<file path="src/rtl/mc_sequencer_pkg.sv">
// cpu_pkg: opcodes, ALU codes, FSM states and write-back selects shared by the sequencer
package cpu_pkg;
  localparam logic [6:0] OP_NOP = 7'h00, OP_ADD = 7'h01, OP_SUB = 7'h02, OP_AND = 7'h03,
                         OP_OR = 7'h04, OP_ADDI = 7'h05, OP_LOAD = 7'h10, OP_STORE = 7'h11,
                         OP_MOV = 7'h12, OP_HALT = 7'h7f;
  localparam logic [2:0] ALU_ADD = 3'd0, ALU_SUB = 3'd1, ALU_AND = 3'd2, ALU_OR = 3'd3;
  localparam logic [1:0] M2R_ALU = 2'd0, M2R_MEM = 2'd1, M2R_R1 = 2'd2;
  typedef enum logic [2:0] {
    S_IDLE = 3'd0, S_FETCH = 3'd1, S_DECODE = 3'd2, S_EXEC = 3'd3,
    S_MEM = 3'd4, S_WB = 3'd5, S_HALT = 3'd6
  } state_t;
  typedef struct packed {
    logic [2:0] alu_op;
    logic       imm_calc;
    logic       reg_out;
    logic [1:0] m2reg;
  } ctrl_t;
endpackage

</file>
<file path="src/rtl/mc_sequencer_if.sv">
// mc_sequencer_if: datapath-facing control and status bundle of the sequencer
interface mc_sequencer_if #(parameter int CNT_W = 16);
  logic             run, mem_ready;
  logic [6:0]       op;
  logic             pc_en, ir_wr, imm_calc, rg_wr, dmem_rd, dmem_wr, reg_out;
  logic             busy, halted, illegal, timeout;
  logic [2:0]       alu_op, state;
  logic [1:0]       m2reg;
  logic [CNT_W-1:0] retired;
  modport master (
    output run, op, mem_ready,
    input  pc_en, ir_wr, alu_op, imm_calc, rg_wr, dmem_rd, dmem_wr, reg_out, m2reg,
    input  state, busy, halted, illegal, timeout, retired
  );
  modport slave (
    input  run, op, mem_ready,
    output pc_en, ir_wr, alu_op, imm_calc, rg_wr, dmem_rd, dmem_wr, reg_out, m2reg,
    output state, busy, halted, illegal, timeout, retired
  );
endinterface

</file>
<file path="src/rtl/mc_sequencer_decode.sv">
// mc_decode: combinational opcode decoder producing the control bundle and class flags
module mc_decode
  import cpu_pkg::*;
(
  input  logic [6:0] op,
  output ctrl_t      ctrl,
  output logic       is_mem,
  output logic       is_load,
  output logic       is_halt,
  output logic       is_illegal,
  output logic       is_nop
);
  logic is_alu;
  always_comb begin
    is_alu = op inside {OP_ADD, OP_SUB, OP_AND, OP_OR, OP_ADDI};
    is_load = op == OP_LOAD;
    is_mem = is_load || op == OP_STORE;
    is_halt = op == OP_HALT;
    is_nop = op == OP_NOP;
    is_illegal = !(is_alu || is_mem || is_halt || is_nop || op == OP_MOV);
    ctrl.alu_op = op == OP_SUB ? ALU_SUB : op == OP_AND ? ALU_AND : op == OP_OR ? ALU_OR : ALU_ADD;
    ctrl.imm_calc = op == OP_ADDI;
    ctrl.reg_out = is_load;
    ctrl.m2reg = is_load ? M2R_MEM : op == OP_MOV ? M2R_R1 : M2R_ALU;
  end
endmodule

</file>
<file path="src/rtl/mc_sequencer.sv">
// mc_sequencer: multi-cycle FETCH/DECODE/EXEC/MEM/WB control FSM with memory timeout and retire counter
module mc_sequencer
  import cpu_pkg::*;
#(
  parameter int MEM_TIMEOUT = 15,
  parameter int CNT_W = 16
) (
  input logic           clk,
  input logic           rst,
  mc_sequencer_if.slave bus
);
  localparam int WW = $clog2(MEM_TIMEOUT + 1);
  state_t st;
  ctrl_t ctrl, dec_ctrl;
  logic d_mem, d_load, d_halt, d_ill, d_nop;
  logic is_mem, is_load, is_nop;
  logic pc_q, ir_q, rg_q, rd_q, wr_q, halted_q, illegal_q, timeout_q;
  logic [WW-1:0] wcnt;
  logic [CNT_W-1:0] retired;
  logic store_done, pc_en;
  mc_decode u_dec (
    .op(bus.op), .ctrl(dec_ctrl), .is_mem(d_mem), .is_load(d_load),
    .is_halt(d_halt), .is_illegal(d_ill), .is_nop(d_nop)
  );
  // a STORE retires in the very MEM cycle its ready arrives, so this strobe cannot be registered
  assign store_done = st == S_MEM && !is_load && bus.mem_ready;
  assign pc_en = pc_q || store_done;
  always_ff @(posedge clk) begin
    if (rst) begin
      st <= S_IDLE;
      ctrl <= '0;
      {is_mem, is_load, is_nop} <= '0;
      {pc_q, ir_q, rg_q, rd_q, wr_q, halted_q, illegal_q, timeout_q} <= '0;
      wcnt <= '0;
      retired <= '0;
    end else begin
      ir_q <= 1'b0;
      pc_q <= 1'b0;
      rg_q <= 1'b0;
      retired <= retired + CNT_W'(pc_en);
      case (st)
        S_IDLE: if (bus.run) begin
          st <= S_FETCH;
          ir_q <= 1'b1;
        end
        S_FETCH: st <= S_DECODE;
        S_DECODE: begin
          ctrl <= dec_ctrl;
          {is_mem, is_load, is_nop} <= {d_mem, d_load, d_nop};
          if (d_halt || d_ill) begin
            st <= S_HALT;
            halted_q <= 1'b1;
            illegal_q <= d_ill;
          end else begin
            st <= S_EXEC;
            pc_q <= d_nop;
          end
        end
        S_EXEC:
          if (is_mem) begin
            st <= S_MEM;
            {rd_q, wr_q} <= {is_load, !is_load};
            wcnt <= '0;
          end else if (is_nop) begin
            st <= bus.run ? S_FETCH : S_IDLE;
            ir_q <= bus.run;
          end else begin
            st <= S_WB;
            {rg_q, pc_q} <= 2'b11;
          end
        S_MEM:
          if (bus.mem_ready) begin
            {rd_q, wr_q} <= 2'b00;
            if (is_load) begin
              st <= S_WB;
              {rg_q, pc_q} <= 2'b11;
            end else begin
              st <= bus.run ? S_FETCH : S_IDLE;
              ir_q <= bus.run;
            end
          end else if (wcnt == WW'(MEM_TIMEOUT - 1)) begin
            {rd_q, wr_q} <= 2'b00;
            st <= S_HALT;
            {halted_q, timeout_q} <= 2'b11;
          end else
            wcnt <= wcnt + 1'b1;
        S_WB: begin
          st <= bus.run ? S_FETCH : S_IDLE;
          ir_q <= bus.run;
        end
        default: ;
      endcase
    end
  end
  assign bus.pc_en = pc_en;
  assign bus.ir_wr = ir_q;
  assign bus.rg_wr = rg_q;
  assign bus.dmem_rd = rd_q;
  assign bus.dmem_wr = wr_q;
  assign bus.alu_op = ctrl.alu_op;
  assign bus.imm_calc = ctrl.imm_calc;
  assign bus.reg_out = ctrl.reg_out;
  assign bus.m2reg = ctrl.m2reg;
  assign bus.state = st;
  assign bus.busy = st != S_IDLE && st != S_HALT;
  assign bus.halted = halted_q;
  assign bus.illegal = illegal_q;
  assign bus.timeout = timeout_q;
  assign bus.retired = retired;
endmodule

</file>
<file path="src/flat_wrapper.sv">
// flat-port wrapper written by rule: the top's interface ports become plain ports
module mc_sequencer_flat import cpu_pkg::*;
#(
  parameter int MEM_TIMEOUT = 15,
  parameter int CNT_W = 16
)
  (clk, rst, bus_run, bus_op, bus_mem_ready, bus_pc_en, bus_ir_wr, bus_alu_op, bus_imm_calc, bus_rg_wr, bus_dmem_rd, bus_dmem_wr, bus_reg_out, bus_m2reg, bus_state, bus_busy, bus_halted, bus_illegal, bus_timeout, bus_retired);
  mc_sequencer_if #(.CNT_W(CNT_W)) bus_i ();
  input logic clk;
  input logic rst;
  input wire logic [$bits(bus_i.run)-1:0] bus_run;
  input wire logic [$bits(bus_i.op)-1:0] bus_op;
  input wire logic [$bits(bus_i.mem_ready)-1:0] bus_mem_ready;
  output wire logic [$bits(bus_i.pc_en)-1:0] bus_pc_en;
  output wire logic [$bits(bus_i.ir_wr)-1:0] bus_ir_wr;
  output wire logic [$bits(bus_i.alu_op)-1:0] bus_alu_op;
  output wire logic [$bits(bus_i.imm_calc)-1:0] bus_imm_calc;
  output wire logic [$bits(bus_i.rg_wr)-1:0] bus_rg_wr;
  output wire logic [$bits(bus_i.dmem_rd)-1:0] bus_dmem_rd;
  output wire logic [$bits(bus_i.dmem_wr)-1:0] bus_dmem_wr;
  output wire logic [$bits(bus_i.reg_out)-1:0] bus_reg_out;
  output wire logic [$bits(bus_i.m2reg)-1:0] bus_m2reg;
  output wire logic [$bits(bus_i.state)-1:0] bus_state;
  output wire logic [$bits(bus_i.busy)-1:0] bus_busy;
  output wire logic [$bits(bus_i.halted)-1:0] bus_halted;
  output wire logic [$bits(bus_i.illegal)-1:0] bus_illegal;
  output wire logic [$bits(bus_i.timeout)-1:0] bus_timeout;
  output wire logic [$bits(bus_i.retired)-1:0] bus_retired;
  assign bus_i.run = bus_run;
  assign bus_i.op = bus_op;
  assign bus_i.mem_ready = bus_mem_ready;
  assign bus_pc_en = bus_i.pc_en;
  assign bus_ir_wr = bus_i.ir_wr;
  assign bus_alu_op = bus_i.alu_op;
  assign bus_imm_calc = bus_i.imm_calc;
  assign bus_rg_wr = bus_i.rg_wr;
  assign bus_dmem_rd = bus_i.dmem_rd;
  assign bus_dmem_wr = bus_i.dmem_wr;
  assign bus_reg_out = bus_i.reg_out;
  assign bus_m2reg = bus_i.m2reg;
  assign bus_state = bus_i.state;
  assign bus_busy = bus_i.busy;
  assign bus_halted = bus_i.halted;
  assign bus_illegal = bus_i.illegal;
  assign bus_timeout = bus_i.timeout;
  assign bus_retired = bus_i.retired;
  mc_sequencer #(.MEM_TIMEOUT(MEM_TIMEOUT), .CNT_W(CNT_W)) u_core (.clk(clk), .rst(rst), .bus(bus_i));
endmodule
</file>
<file path="config.mk">
export PLATFORM = sky130hd
export DESIGN_NAME = mc_sequencer_flat
export DESIGN_NICKNAME = d
export VERILOG_FILES = /design/src/rtl/mc_sequencer_pkg.sv /design/src/rtl/mc_sequencer_if.sv /design/src/rtl/mc_sequencer_decode.sv /design/src/rtl/mc_sequencer.sv /design/src/flat_wrapper.sv
export SDC_FILE = /design/constraint.sdc
export NUM_CORES = 1
export LEC_CHECK = 0
export BUFFER_PORTS_ARGS = -buffer_cell sky130_fd_sc_hd__buf_4
export CAP_MARGIN = 30
export CORE_UTILIZATION = 35
export CTS_BUF_LIST = sky130_fd_sc_hd__clkbuf_4 sky130_fd_sc_hd__clkbuf_8
export DETAILED_ROUTE_END_ITERATION = 10
export PLACE_DENSITY = 0.67
export SETUP_SLACK_MARGIN = 0.02
export SYNTH_ARGS = -nofsm -noshare
export SYNTH_HDL_FRONTEND = slang
export SYNTH_SLANG_ARGS = --single-unit
</file>
<file path="constraint.sdc">
create_clock -name clk -period 2.55 [get_ports clk]
set_input_delay 0.255 -clock clk [delete_from_list [all_inputs] [get_ports clk]]
set_output_delay 0.255 -clock clk [all_outputs]
set_load 0.01 [all_outputs]
</file>
# ---- Word-level counts from Yosys, hierarchy flattened
# Cells that the tools add are included.
dict set report word_totals {
  regBits 40
  latch_bits 0
  ram_bits 0
  rom_bits 0
  input_bits 11
  output_inout_bits 35
  wordCells 109
  mem_count 0
}
dict set report op_classes {
  add_sub_neg 2
  mul 0
  n_div 0
  n_lt_le_gt_ge 0
  n_eq_ne 23
  shift 0
  mux 41
  bitwise_logic 1
  n_reduce_logical 25
}
# op n
set op_table {}
lappend op_table {{$eq 7x5->1 const B} 3}
lappend op_table {{$mux 3} 7}
lappend op_table {{$mux 1} 18}
lappend op_table {{$pmux 3 s6} 1}
lappend op_table {{$add 16x1->16} 1}
lappend op_table {{$eq 7x2->1 const B} 2}
lappend op_table {{$eq 7x3->1 const B} 2}
lappend op_table {{$mux 4} 3}
lappend op_table {{$mux 2} 5}
lappend op_table {{$reduce_and 3->1} 3}
lappend op_table {{$ne 2x2->1 const B} 4}
lappend op_table {{$pmux 1 s2} 4}
lappend op_table {{$pmux 4 s2} 1}
lappend op_table {{$reduce_and 4->1} 2}
lappend op_table {{$eq 7x1->1 const B} 1}
lappend op_table {{$eq 7x7->1 const B} 1}
lappend op_table {{$logic_not 7->1} 1}
lappend op_table {{$logic_or 1x1->1} 7}
lappend op_table {{$eq 3x2->1 const B} 2}
lappend op_table {{$eq 3x3->1 const B} 2}
lappend op_table {{$ne 3x3->1 const B} 2}
lappend op_table {{$reduce_bool 6->1} 1}
lappend op_table {{$reduce_bool 5->1} 1}
lappend op_table {{$add 4x1->4 const B} 1}
lappend op_table {{12 further kinds} 17}

# ---- Logic depth before layout (Yosys ltp)
dict set report depth {
  ltp_word 10
  mapped_depth 8
  ltp_nobuf 8
}

# ---- Cells and area by module
# From an unflattened synthesis, not the netlist that was laid out.
dict set report unflattened {
  hier_cells 251
  hier_area_um2 2070.7
}
# mod n_inst cells_each area_per_inst_um2 seq_area_each_um2
set modules_own_cells {}
lappend modules_own_cells {mc_sequencer 1 223 1893.1 820.8}
lappend modules_own_cells {mc_decode 1 28 177.7 0.0}

# ---- Worst setup path after synthesis
# No wires, ideal clock.
dict set report synth_timing {
  path_type {register to register}
  startpoint {reg u_core.st[2] (netlist: u_core.bus.state[2])}
  endpoint {reg u_core.retired[15] (netlist: u_core.bus.retired[15])}
  setup_ns 0.121
  t_arrival_ns 2.304
  t_required_ns 2.429
  setup_slack_ns 0.125
  stages_incl_launch_ff 8
  path_buffers 0
  period_less_slack_ns 2.425
  path_cell_list {dfxtp_1 nor3b_1 a31o_2 ha_1 nand3_1 nor3_1 nor3b_1 mux2_2}
}
dict set report synth_between {
  elab_chain_len 5
}
# item line_no
set synth_rtl {}
lappend synth_rtl {{from (decl)} mc_sequencer.sv:13} ;# state_t st;
lappend synth_rtl {{from (signal assigned)} mc_sequencer.sv:65} ;# st <= bus.run ? S_FETCH : S_IDLE;
lappend synth_rtl {{from (signal assigned)} mc_sequencer.sv:78} ;# st <= bus.run ? S_FETCH : S_IDLE;
lappend synth_rtl {{from (signal assigned)} mc_sequencer.sv:88} ;# st <= bus.run ? S_FETCH : S_IDLE;
lappend synth_rtl {{$eq 3x3->1} mc_sequencer.sv:26} ;# assign store_done = st == S_MEM && !is_load && bus.mem_ready;
lappend synth_rtl {{$logic_and 1x1->1 (2 in a row)} mc_sequencer.sv:26}
lappend synth_rtl {{$logic_or 1x1->1} mc_sequencer.sv:27} ;# assign pc_en = pc_q || store_done;
lappend synth_rtl {{via bus_pc_en} flat_wrapper.sv:14} ;# output wire logic [$bits(bus_i.pc_en)-1:0] bus_pc_en;
lappend synth_rtl {{$add 16x1->16} mc_sequencer.sv:40} ;# retired <= retired + CNT_W'(pc_en);
lappend synth_rtl {{to (signal assigned)} mc_sequencer.sv:40}
lappend synth_rtl {{to (decl)} mc_sequencer.sv:19} ;# logic [CNT_W-1:0] retired;
# The timed path passes the listed nets, and every way through them passes these cells.
# A chain may end at the register's enable or synchronous reset.

# ---- Final worst setup path
dict set report layout_timing {
  startpoint {reg u_core.st[0] (netlist: u_core.bus.state[0])}
  endpoint {reg u_core.retired[14] (netlist: u_core.bus.retired[14])}
}
dict set report layout_between {
  elab_chain_len 5
}
# item line_no
set layout_rtl {}
lappend layout_rtl {{$eq 3x3->1} mc_sequencer.sv:26}
lappend layout_rtl {{$logic_and 1x1->1 (2 in a row)} mc_sequencer.sv:26}
lappend layout_rtl {{$logic_or 1x1->1} mc_sequencer.sv:27}
lappend layout_rtl {{$add 16x1->16} mc_sequencer.sv:40}
# Every way passes these cells.

==> flow_summary_export.csv <==
group,metric,value,unit
setup_path,r2r-end,"u_core.bus.retired[14]",
yosys,syn-instance-count,230,
setup_path,worstPathArrival,2.30,ns
sta,holdWs,0.256,ns
yosys,yosys_register_bits,38,
clocking,ctsResizeCount,0,
setup_path,critPathMaxFanout,5,
clocking,clk_pin_slew,0.08,ns
power_and_ir_drop,p_sw_frac,0.273,
yosys,synth_top_flop_cell,"dfxtp_1",
yosys,ys_warn_count,0,
grt,track_usage,0.168,
grt,grt_pass1_wl,7920,um
setup_path,regToRegSetupSlack,0.43,ns
placed_design,dp_hpwl,3210,um
power_and_ir_drop,combPwrFrac,0.183,
setup_path,r2r_start,"u_core.bus.state[0]",
layout,syn_to_final_growth,25.6,%
sta,worst_slew_pin_slew,0.517,ns
setup_path,start_kind,"flop",
yosys,yosysSeqAreaShare,0.394,
sta,final-setup-viol-count,0,
layout,fillerInstances,545,
setup_path,required,2.73,ns
clocking,root_buffer,"clkbuf_8",
setup_path,reg2reg_depth,7,
power_and_ir_drop,p_per_area,531,nW/um2
routing,antenna_left,0,
grt,grt_overflow,0,
sta,slew_viol_final,0,
setup_path,worstSetupPathType,"reg -> reg",
floorplanning,die_area,5810,um2
hold_path,hp-class,"in -> reg",
floorplanning,initial_utilization,0.371,
yosys,synth_cell_types,51,
grt,grt_max_degree,40,
floorplanning,die_x,76.2,um
yosys,synth_edf_count,0,
sta,slew_headroom,0.652,
clocking,worstSkewPairLatency,0.29,ns
power_and_ir_drop,p_leak,0.946,nW
layout,layout_common_cells,"buf_4, dfxtp_1, nor2_1, a21oi_1, nand2_1",
hold_path,worstHoldStart,"bus_run",
yosys,syn-cell-area,1930,um2
placed_design,gp_congestion,0.840,
yosys,synth.avg_cell_area,8.39,um2
clocking,cts_buffer_depth,2,
sta,skew,0.00669,ns
power_and_ir_drop,internal_power,0.000936,W
setup_path,worstSetupEndpointType,"flop",
floorplanning,coreArea,5200,um2
power_and_ir_drop,clock_power_share,0.335,
floorplanning,die_h,76.2,um
sta,fin_crit,2.12,ns
yosys,synthArstFlopShare,0,
placed_design,numPortBuffers,44,
layout,layout_commonest_cell,"buf_4",
sta,tns,0,ns
grt,grt_pass1_vias,1683,
clocking,ctsHoldBuffers,0,
clocking,cts.sinks,38,
routing,drt_iter0_markers,72,
routing,viasPerCell,5.17,
sta,max_freq,0.473,GHz
power_and_ir_drop,p_switching,0.000351,W
floorplanning,rows,26,
routing,vias,1782,
routing,dr.pass1.iters,4,
yosys,syn_nets,246,
power_and_ir_drop,vdd_drop_max,0.000268,V
sta,hold_viol,0,
power_and_ir_drop,power_frac_seq,0.482,
status,outcome,"finished, final reports clean",
hold_path,min_path_cells,2,
clocking,cts_tree,"yes",
sta,grt_setup_unrepaired,"false",
layout,antenna_cells,0,
layout,nets,290,
hold_path,min_to,"u_core.bus.ir_wr",
clocking,cts_max_level,2,
routing,drt_drc_violations_left,0,
clocking,post-cts-setup-buffers,0,
clocking,cts_made_buffers,5,
floorplanning,pin_count,46,
sta,fin_crit_sh,0.830,
layout,drive_above_1_share,0.251,
routing,wl_per_cell,13.0,um
routing,wirelength,4500,um
grt,antenna_found_initial,0,
flow_run,drv_cap,0,
## power by group through the flow
stage          registers [W]  logic, W  clock network [W]
6_report            0.000620  0.000236           0.000431
5_1_grt             0.000623  0.000263           0.000478
4_1_cts             0.000620  0.000236           0.000450
3_5_place_dp        0.000634  0.000235                  0
3_3_place_gp        0.000634  0.000236                  0
2_1_floorplan       0.000645  0.000139                  0
## critical path, stage by stage (launching register included)
cell     delay (ns)
dfxtp_1        0.32
nor3b_1        0.28
a31o_2         0.21
ha_1           0.16
ha_1           0.22
nand2_1        0.14
nor4_1         0.32
mux2_2         0.36
## layout make-up
class	instances	area [um2]	area share
multi-input combinational	168	1060	0.439
sequential	38	761	0.314
inverter	11	41.3	0.0170
timing repair buffer	50	375	0.155
clock buffer	6	82.6	0.0341
clock inverter	2	12.5	0.00517
tap	70	87.6	0.0362
## routing by layer
metal / track usage / up-vias / part of all wire
li1: - / 903 / -
met1: 0.218 / 827 / 0.48
met2: 0.271 / 43 / 0.46
met3: 0.0383 / 9 / 0.041
met4: 0.0577 / 0 / 0.019
met5: 0 / - / 0
## through the flow
step	util	setup WS, ns	total power, W	instances	area [um2]
after floorplan	-	0.125	0.000784	230	1930
after global placement	0.447	0.489	0.000870	337	2330
after detailed placement	0.447	0.443	0.000869	337	2330
after CTS	0.465	0.430	0.00131	345	2420
after global routing	0.465	0.192	0.00136	345	2420
final	0.465	0.434	0.00129	345	2420
## sequential cells by signal, indices dropped and copies added (netlist names)
name and cells:
u_core.bus.retired 16, u_core.wcnt 4, u_core.bus.state 3, u_core.bus.alu_op 2
u_core.bus.m2reg 2, u_core.bus.dmem_rd 1, u_core.bus.dmem_wr 1, u_core.bus.halted 1
u_core.bus.illegal 1, u_core.bus.imm_calc 1, u_core.bus.ir_wr 1, u_core.bus.rg_wr 1
u_core.bus.timeout 1, u_core.is_mem 1, u_core.is_nop 1, u_core.pc_q 1
## synth_stat cells (all sizes together), types with 4 or more instances
library cell | instances | area share
a21oi | 19 | 0.049
buf | 9 | 0.026
clkbuf | 4 | 0.0078
dfxtp | 38 | 0.39
ha | 5 | 0.032
inv | 11 | 0.021
nand2 | 13 | 0.025
nand3 | 9 | 0.023
nor2 | 29 | 0.056
nor2b | 5 | 0.016
nor3 | 5 | 0.013
nor3b | 4 | 0.016
nor4 | 9 | 0.032
nor4b | 4 | 0.018
o21ai | 7 | 0.018
or3 | 6 | 0.019
xnor2 | 10 | 0.045
## kinds of logic after synthesis
group                      Yosys count  share of synthesized area
and+or+nand+nor                    101                      0.289
xor gates and xnor gates            13                     0.0590
adders and majority gates            5                     0.0324
other                                1                    0.00194
AOI/OAI and AO/OA                   45                      0.151
buffers and inverters               24                     0.0551
muxes                                3                     0.0175
DFF                                 38                      0.394
## how the worst max path moves through the flow
stage,from,end,cells past startpoint
final,u_core.bus.state[0],u_core.bus.retired[14],7
after global routing,u_core.bus.state[2],u_core.bus.retired[14],7
after CTS,u_core.bus.state[0],u_core.bus.retired[14],7
after detailed placement,u_core.bus.state[0],u_core.bus.retired[14],7
after global placement,u_core.bus.state[2],u_core.bus.retired[14],7
after floorplan,u_core.bus.state[2],u_core.bus.retired[15],7
Note: power is estimated with default switching activity, not from simulation.
